File: config.mk
export PLATFORM = sky130hd
export DESIGN_NAME = alu_initiator
export DESIGN_NICKNAME = d
export VERILOG_FILES = /design/src/rtl/alu_pkg.sv /design/src/rtl/alu_regfile.sv /design/src/rtl/alu_initiator.sv
export SDC_FILE = /design/constraint.sdc
export NUM_CORES = 1
export LEC_CHECK = 0
export CAP_MARGIN = 20
export CELL_PAD_IN_SITES_DETAIL_PLACEMENT = 0
export CELL_PAD_IN_SITES_GLOBAL_PLACEMENT = 1
export CORE_UTILIZATION = 44
export CTS_CLUSTER_DIAMETER = 200
export CTS_CLUSTER_SIZE = 8
export DETAILED_ROUTE_END_ITERATION = 7
export PLACE_DENSITY_LB_ADDON = 0.1
export SYNTH_ARGS = -nofsm -noshare
export SYNTH_HDL_FRONTEND = slang
export SYNTH_SLANG_ARGS = --single-unit
File: constraint.sdc
create_clock -name clk -period 9.4 [get_ports clk]
set_clock_uncertainty 0.15 [all_clocks]
set_input_delay 1.88 -clock clk [delete_from_list [all_inputs] [get_ports clk]]
set_output_delay 1.88 -clock clk [all_outputs]
set_load 0.05 [all_outputs]
File: src/rtl/alu_pkg.sv
// Shared opcode constants, FSM encoding and captured-command layout for the ALU initiator.
// Latency: n/a (declarations only).
// Backpressure: n/a.
package alu_pkg;

    localparam int DATA_W_DEF = 16;

    localparam logic [1:0] OP_AND = 2'b00;
    localparam logic [1:0] OP_NOT = 2'b01;
    localparam logic [1:0] OP_ADD = 2'b10;
    localparam logic [1:0] OP_SAT = 2'b11;

    typedef enum logic [1:0] {
        ST_IDLE = 2'd0,
        ST_EXEC = 2'd1,
        ST_RSP  = 2'd2
    } state_t;

    typedef struct packed {
        logic [1:0] op;
        logic [1:0] rd;
    } cmd_t;

endpackage

File: src/rtl/alu_regfile.sv
// 4-entry register file: two combinational read ports, host write port and ALU write-back port.
// Latency: reads are combinational and see a same-cycle host write; writes land on the next edge.
// Backpressure: none; write-back beats a host write to the same address.
module alu_regfile
    import alu_pkg::*;
#(
    parameter int DATA_W = DATA_W_DEF
) (
    input  logic              clk,
    input  logic              rst,
    input  logic [1:0]        rd_addr_a,
    input  logic [1:0]        rd_addr_b,
    output logic [DATA_W-1:0] rd_data_a,
    output logic [DATA_W-1:0] rd_data_b,
    input  logic              wr_en,
    input  logic [1:0]        wr_addr,
    input  logic [DATA_W-1:0] wr_data,
    input  logic              wb_en,
    input  logic [1:0]        wb_addr,
    input  logic [DATA_W-1:0] wb_data
);

    logic [DATA_W-1:0] regs [4];
    logic              host_wr_ok;

    assign host_wr_ok = wr_en && !(wb_en && (wb_addr == wr_addr));

    always_ff @(posedge clk or posedge rst) begin
        if (rst) begin
            for (int i = 0; i < 4; i++) begin
                regs[i] <= '0;
            end
        end else begin
            if (host_wr_ok) begin
                regs[wr_addr] <= wr_data;
            end
            if (wb_en) begin
                regs[wb_addr] <= wb_data;
            end
        end
    end

    // Host write is forwarded so an operation accepted in the same cycle sees the new value.
    assign rd_data_a = (wr_en && (wr_addr == rd_addr_a)) ? wr_data : regs[rd_addr_a];
    assign rd_data_b = (wr_en && (wr_addr == rd_addr_b)) ? wr_data : regs[rd_addr_b];

endmodule

File: src/rtl/alu_initiator.sv
// Issues register-file operands to an external ALU, waits SETTLE cycles, writes back and responds.
// Latency: rsp_valid rises SETTLE cycles after acceptance; next acceptance one cycle after the response handshake.
// Backpressure: one operation in flight; req_ready low outside IDLE, response held until rsp_ready.
module alu_initiator
    import alu_pkg::*;
#(
    parameter int SETTLE = 2,
    parameter int DATA_W = DATA_W_DEF
) (
    input  logic              clk,
    input  logic              rst,
    input  logic              req_valid,
    output logic              req_ready,
    input  logic [1:0]        req_op,
    input  logic [1:0]        req_ra,
    input  logic [1:0]        req_rb,
    input  logic [1:0]        req_rd,
    input  logic              wr_en,
    input  logic [1:0]        wr_addr,
    input  logic [DATA_W-1:0] wr_data,
    output logic [DATA_W-1:0] alu_a,
    output logic [DATA_W-1:0] alu_b,
    output logic [1:0]        alu_s,
    input  logic [DATA_W-1:0] alu_out,
    output logic              rsp_valid,
    input  logic              rsp_ready,
    output logic [DATA_W-1:0] rsp_data,
    output logic [1:0]        rsp_rd
);

    // SETTLE is legal in 1..15, so a 4-bit down-counter covers the full range.
    localparam logic [3:0] CNT_LOAD = 4'(SETTLE - 1);

    state_t            state, state_nxt;
    logic [3:0]        cnt;
    cmd_t              cmd_q;
    logic [DATA_W-1:0] opa_q, opb_q;
    logic [DATA_W-1:0] rsp_data_q;
    logic              live;
    logic              accept;
    logic              wb_en;
    logic [DATA_W-1:0] rf_a, rf_b;

    alu_regfile #(
        .DATA_W (DATA_W)
    ) u_regfile (
        .clk       (clk),
        .rst       (rst),
        .rd_addr_a (req_ra),
        .rd_addr_b (req_rb),
        .rd_data_a (rf_a),
        .rd_data_b (rf_b),
        .wr_en     (wr_en),
        .wr_addr   (wr_addr),
        .wr_data   (wr_data),
        .wb_en     (wb_en),
        .wb_addr   (cmd_q.rd),
        .wb_data   (alu_out)
    );

    // live keeps req_ready low until the first edge after reset release.
    always_ff @(posedge clk or posedge rst) begin
        if (rst) begin
            live <= 1'b0;
        end else begin
            live <= 1'b1;
        end
    end

    always_ff @(posedge clk or posedge rst) begin
        if (rst) begin
            state <= ST_IDLE;
        end else begin
            state <= state_nxt;
        end
    end

    always_comb begin
        state_nxt = state;
        accept    = 1'b0;
        wb_en     = 1'b0;
        unique case (state)
            ST_IDLE: begin
                if (req_valid && live) begin
                    accept    = 1'b1;
                    state_nxt = ST_EXEC;
                end
            end
            ST_EXEC: begin
                if (cnt == 4'd0) begin
                    wb_en     = 1'b1;
                    state_nxt = ST_RSP;
                end
            end
            ST_RSP: begin
                if (rsp_ready) begin
                    state_nxt = ST_IDLE;
                end
            end
            default: state_nxt = ST_IDLE;
        endcase
    end

    always_ff @(posedge clk or posedge rst) begin
        if (rst) begin
            cnt        <= 4'd0;
            cmd_q      <= '0;
            opa_q      <= '0;
            opb_q      <= '0;
            rsp_data_q <= '0;
        end else begin
            if (accept) begin
                cnt      <= CNT_LOAD;
                cmd_q.op <= req_op;
                cmd_q.rd <= req_rd;
                opa_q    <= rf_a;
                opb_q    <= rf_b;
            end else if ((state == ST_EXEC) && (cnt != 4'd0)) begin
                cnt <= cnt - 4'd1;
            end
            if (wb_en) begin
                rsp_data_q <= alu_out;
            end
        end
    end

    assign req_ready = (state == ST_IDLE) && live;
    assign rsp_valid = (state == ST_RSP);
    assign rsp_data  = rsp_data_q;
    assign rsp_rd    = cmd_q.rd;
    assign alu_a     = opa_q;
    assign alu_b     = opb_q;
    assign alu_s     = cmd_q.op;

endmodule

==> run_results.csv <==
group,metric,value,unit
floorplanning,ioPinCount,101,
pwr,clockPowerShare,21.0,%
cts,clock_path_buffers,2,
synth,ys.flop_type,"dfrtp_1",
pwr,p_comb_share,46.1,%
cts,ctsHoldBuffers,0,
drt,route.detailed.drc,7,
worst_setup_path,reg2reg_from,"state[0]",
sta,min_period_over_period,43.52,%
final_layout,syn_to_final_growth,26.33,%
cts,clk_pin_slew,50,ps
sta,slew_headroom,25.81,%
flow_run,cap_violations,0,
worst_setup_path,path_class,"input port to flop",
pwr,irDropWorstVdd,0.0002344,V
final_layout,design_area,8489,µm²
grt,antenna_found_initial,0,
floorplanning,die_y,125.6,µm
floorplanning,start_util,45.72,%
pwr,seq_power_share,32.9,%
drt,drtIter0Drc,312,
cts,cts_max_level,4,
drt,via_count,4866,
grt,grt_use_total,25.07,%
place,place_congestion,0.7378,
pwr,p_int,1814,µW
synth,avgSynthCellArea,13.13,µm²
cts,cts_setup_buffers,0,
grt,grt_pass1_wl,29570,µm
sta,tightest_slew,1110,ps
final_layout,layout-drive-gt1-share,36.36,%
worst_setup_path,crit_path_end_kind,"flop",
outcome,status,"finished, violations left",
pwr,power.density,345.2,nW/µm²
sta,drv_slew,0,
pwr,power_switching,1116,µW
synth,ys_warn_count,0,
final_layout,regArea,3078,µm²
place,dpl.hpwl,11550,µm
floorplanning,die_area,15770,µm²
floorplanning,die_w,125.6,µm
hold_path,hold_start,"alu_s[0]",
sta,fin_crit,4091,ps
sta,finalWorstSetupSlack,5309,ps
hold_path,hp-class,"flop to flop",
cts,cts-root-buf,"clkbuf_16",
drt,vias_per_cell,6.083,
synth,synth_edf_count,0,
sta,setup_tns,0,ps
place,pre_cts_ws,4846,ps
drt,drt-pass1-iter-count,7,
cts,cts_resized,0,
cts,clkLatencyLatePin,420,ps
pwr,p_sw_share,38.08,%
outcome,violations,"design-rule violations",
worst_setup_path,r2r_cells,4,
worst_setup_path,cp.required,9510,ps
synth,syn_inst,512,
worst_setup_path,reg2reg_to,"alu_b[3]",
synth,ys_seq_area_share,45.80,%
sta,rsz0062_at_grt,"false",
synth,ys_ff_latch,123,
grt,first_global_vias,5121,
sta,finalSetupViolations,0,
grt,overflow,0,
floorplanning,std_cell_rows,44,
synth,syn_nets,560,
synth,syn_area,6720,µm²
cts,cts_tree,"done",
cts,numCtsBuffers,17,
final_layout,fin_util,57.75,%
worst_setup_path,start_kind,"input port",
synth,async_reset_ff_share,100.0,%
hold_path,worstHoldEndpoint,"alu_s[0]",
worst_setup_path,path_max_fanout,34,
drt,routed_wl,18300,µm
worst_setup_path,ff2ff_setup_slack,6870,ps
drt,wl_per_cell,22.88,µm
grt,grt_start_max_net_pins,65,
pwr,leakage,0.003381,µW
cts,cts.sinks,123,
final_layout,diodes,0,
final_layout,multi_input_area,3438,µm²
final_layout,nets,653,
worst_setup_path,worstPathArrival,4200,ps
place,placedInstanceArea,7935,µm²
sta,fmax,0.2444,GHz
final_layout,fillers,1212,
drt,ant_nets,0,
hold_path,whs_path_depth,2,
floorplanning,design.core.area,14700,µm²
place,io_buffers,100,
synth,synth_cell_types,31,
sta,hold_viol_final,0,
[flip-flops by register name, indices dropped and copies added (netlist names)]
| signal | cells |
|---|---|
| alu_s | 2 |
| rsp_rd | 2 |
| alu_b | 16 |
| cnt | 4 |
| rsp_data | 16 |
| u_regfile.regs | 64 |
| live | 1 |
| state | 2 |
| alu_a | 16 |
[per-stage QoR]
stage | instances | hold WS, ps | total power [µW]
4_1_cts | 800 | 333.1 | 2945
3_3_place_gp | 768 | 307.2 | 2277
5_1_grt | 800 | 343.1 | 3077
3_5_place_dp | 770 | 321.7 | 2325
2_1_floorplan | 512 | 376.4 | 1903
6_report | 800 | 329.3 | 2930
[layer usage]
metal	vias up	track usage [%]	share of wire (%)
met2	164	41.80	50
met3	24	4.664	4.7
met1	2513	33.18	44
met4	0	7.747	1.4
li1	2165	-	-
met5	-	0	0
[critical path, cell delays in order]
cell             delay [ps]
clkdlybuf4s50_1         550
inv_1                   770
or3_1                   780
o211ai_1                210
[cell usage in the layout, fill, tap and decap left out, types with 8 or more instances in the layout]
master,Yosys,routed
clkdlybuf4s50_1,0,100
o311ai_0,32,32
mux4_2,32,32
nand2_1,60,60
clkbuf_8,0,8
o211ai_1,32,32
dfrtp_1,123,123
buf_4,0,16
clkbuf_16,0,17
mux2_2,134,134
mux2_4,10,10
[power by group through the flow]
stage                     logic, µW  clock network (µW)  registers (µW)
after floorplan                 615                   0            1290
after global placement         1330                   0             952
after detailed placement       1360                   0             970
after CTS                      1360                 622             965
after global routing           1430                 647             999
final                          1350                 616             965
[logic make-up (layout without fill, tap and decap cells)]
family,after synthesis,in the layout,share of synthesized area (%)
multiplexers,176,176,35.41
XOR/XNOR,4,4,0.5213
AND/OR/NAND/NOR,84,84,6.274
other,1,1,0.05580
buffers and inverters,50,154,3.295
AO/OA/AOI/OAI,73,73,8.453
flip-flops,123,123,45.80
adder cells (fa/ha/maj),1,1,0.1862
[how the worst max path moves through the flow]
stage | end | startpoint | slack [ps] | depth (start not counted)
after global routing | alu_b[2] | wr_en | 5110 | 4
after detailed placement | alu_b[2] | wr_en | 4850 | 4
after floorplan | alu_a[0] | rst | 4100 | 1
after CTS | alu_b[2] | wr_en | 5270 | 4
final | alu_b[2] | wr_en | 5310 | 4
after global placement | u_regfile.regs[47] | wr_en | 4870 | 4
[area by class of cell]
class	instances	share of cell area, %
multi-input cells	339	40.50
repair buffers	118	13.71
flip-flops and latches	123	36.26
well taps	184	2.712
clock buffers	30	6.529
inverters	6	0.2948
[synth_stat cells, types with 3 or more instances]
library cell	count	area share (%)
nand4bb_1	3	0.50
or3_1	5	0.47
xor2_1	4	0.52
dfrtp_1	123	46
a21oi_1	3	0.22
clkbuf_1	25	1.4
o21ai_0	5	0.37
mux4_2	32	11
inv_1	6	0.34
buf_2	15	1.1
o211ai_1	32	3.6
o311ai_0	32	4.2
mux2_2	134	22
mux2_4	10	2.2
nand2_1	60	3.4
No activity file was read; power rests on OpenSTA's default activity.
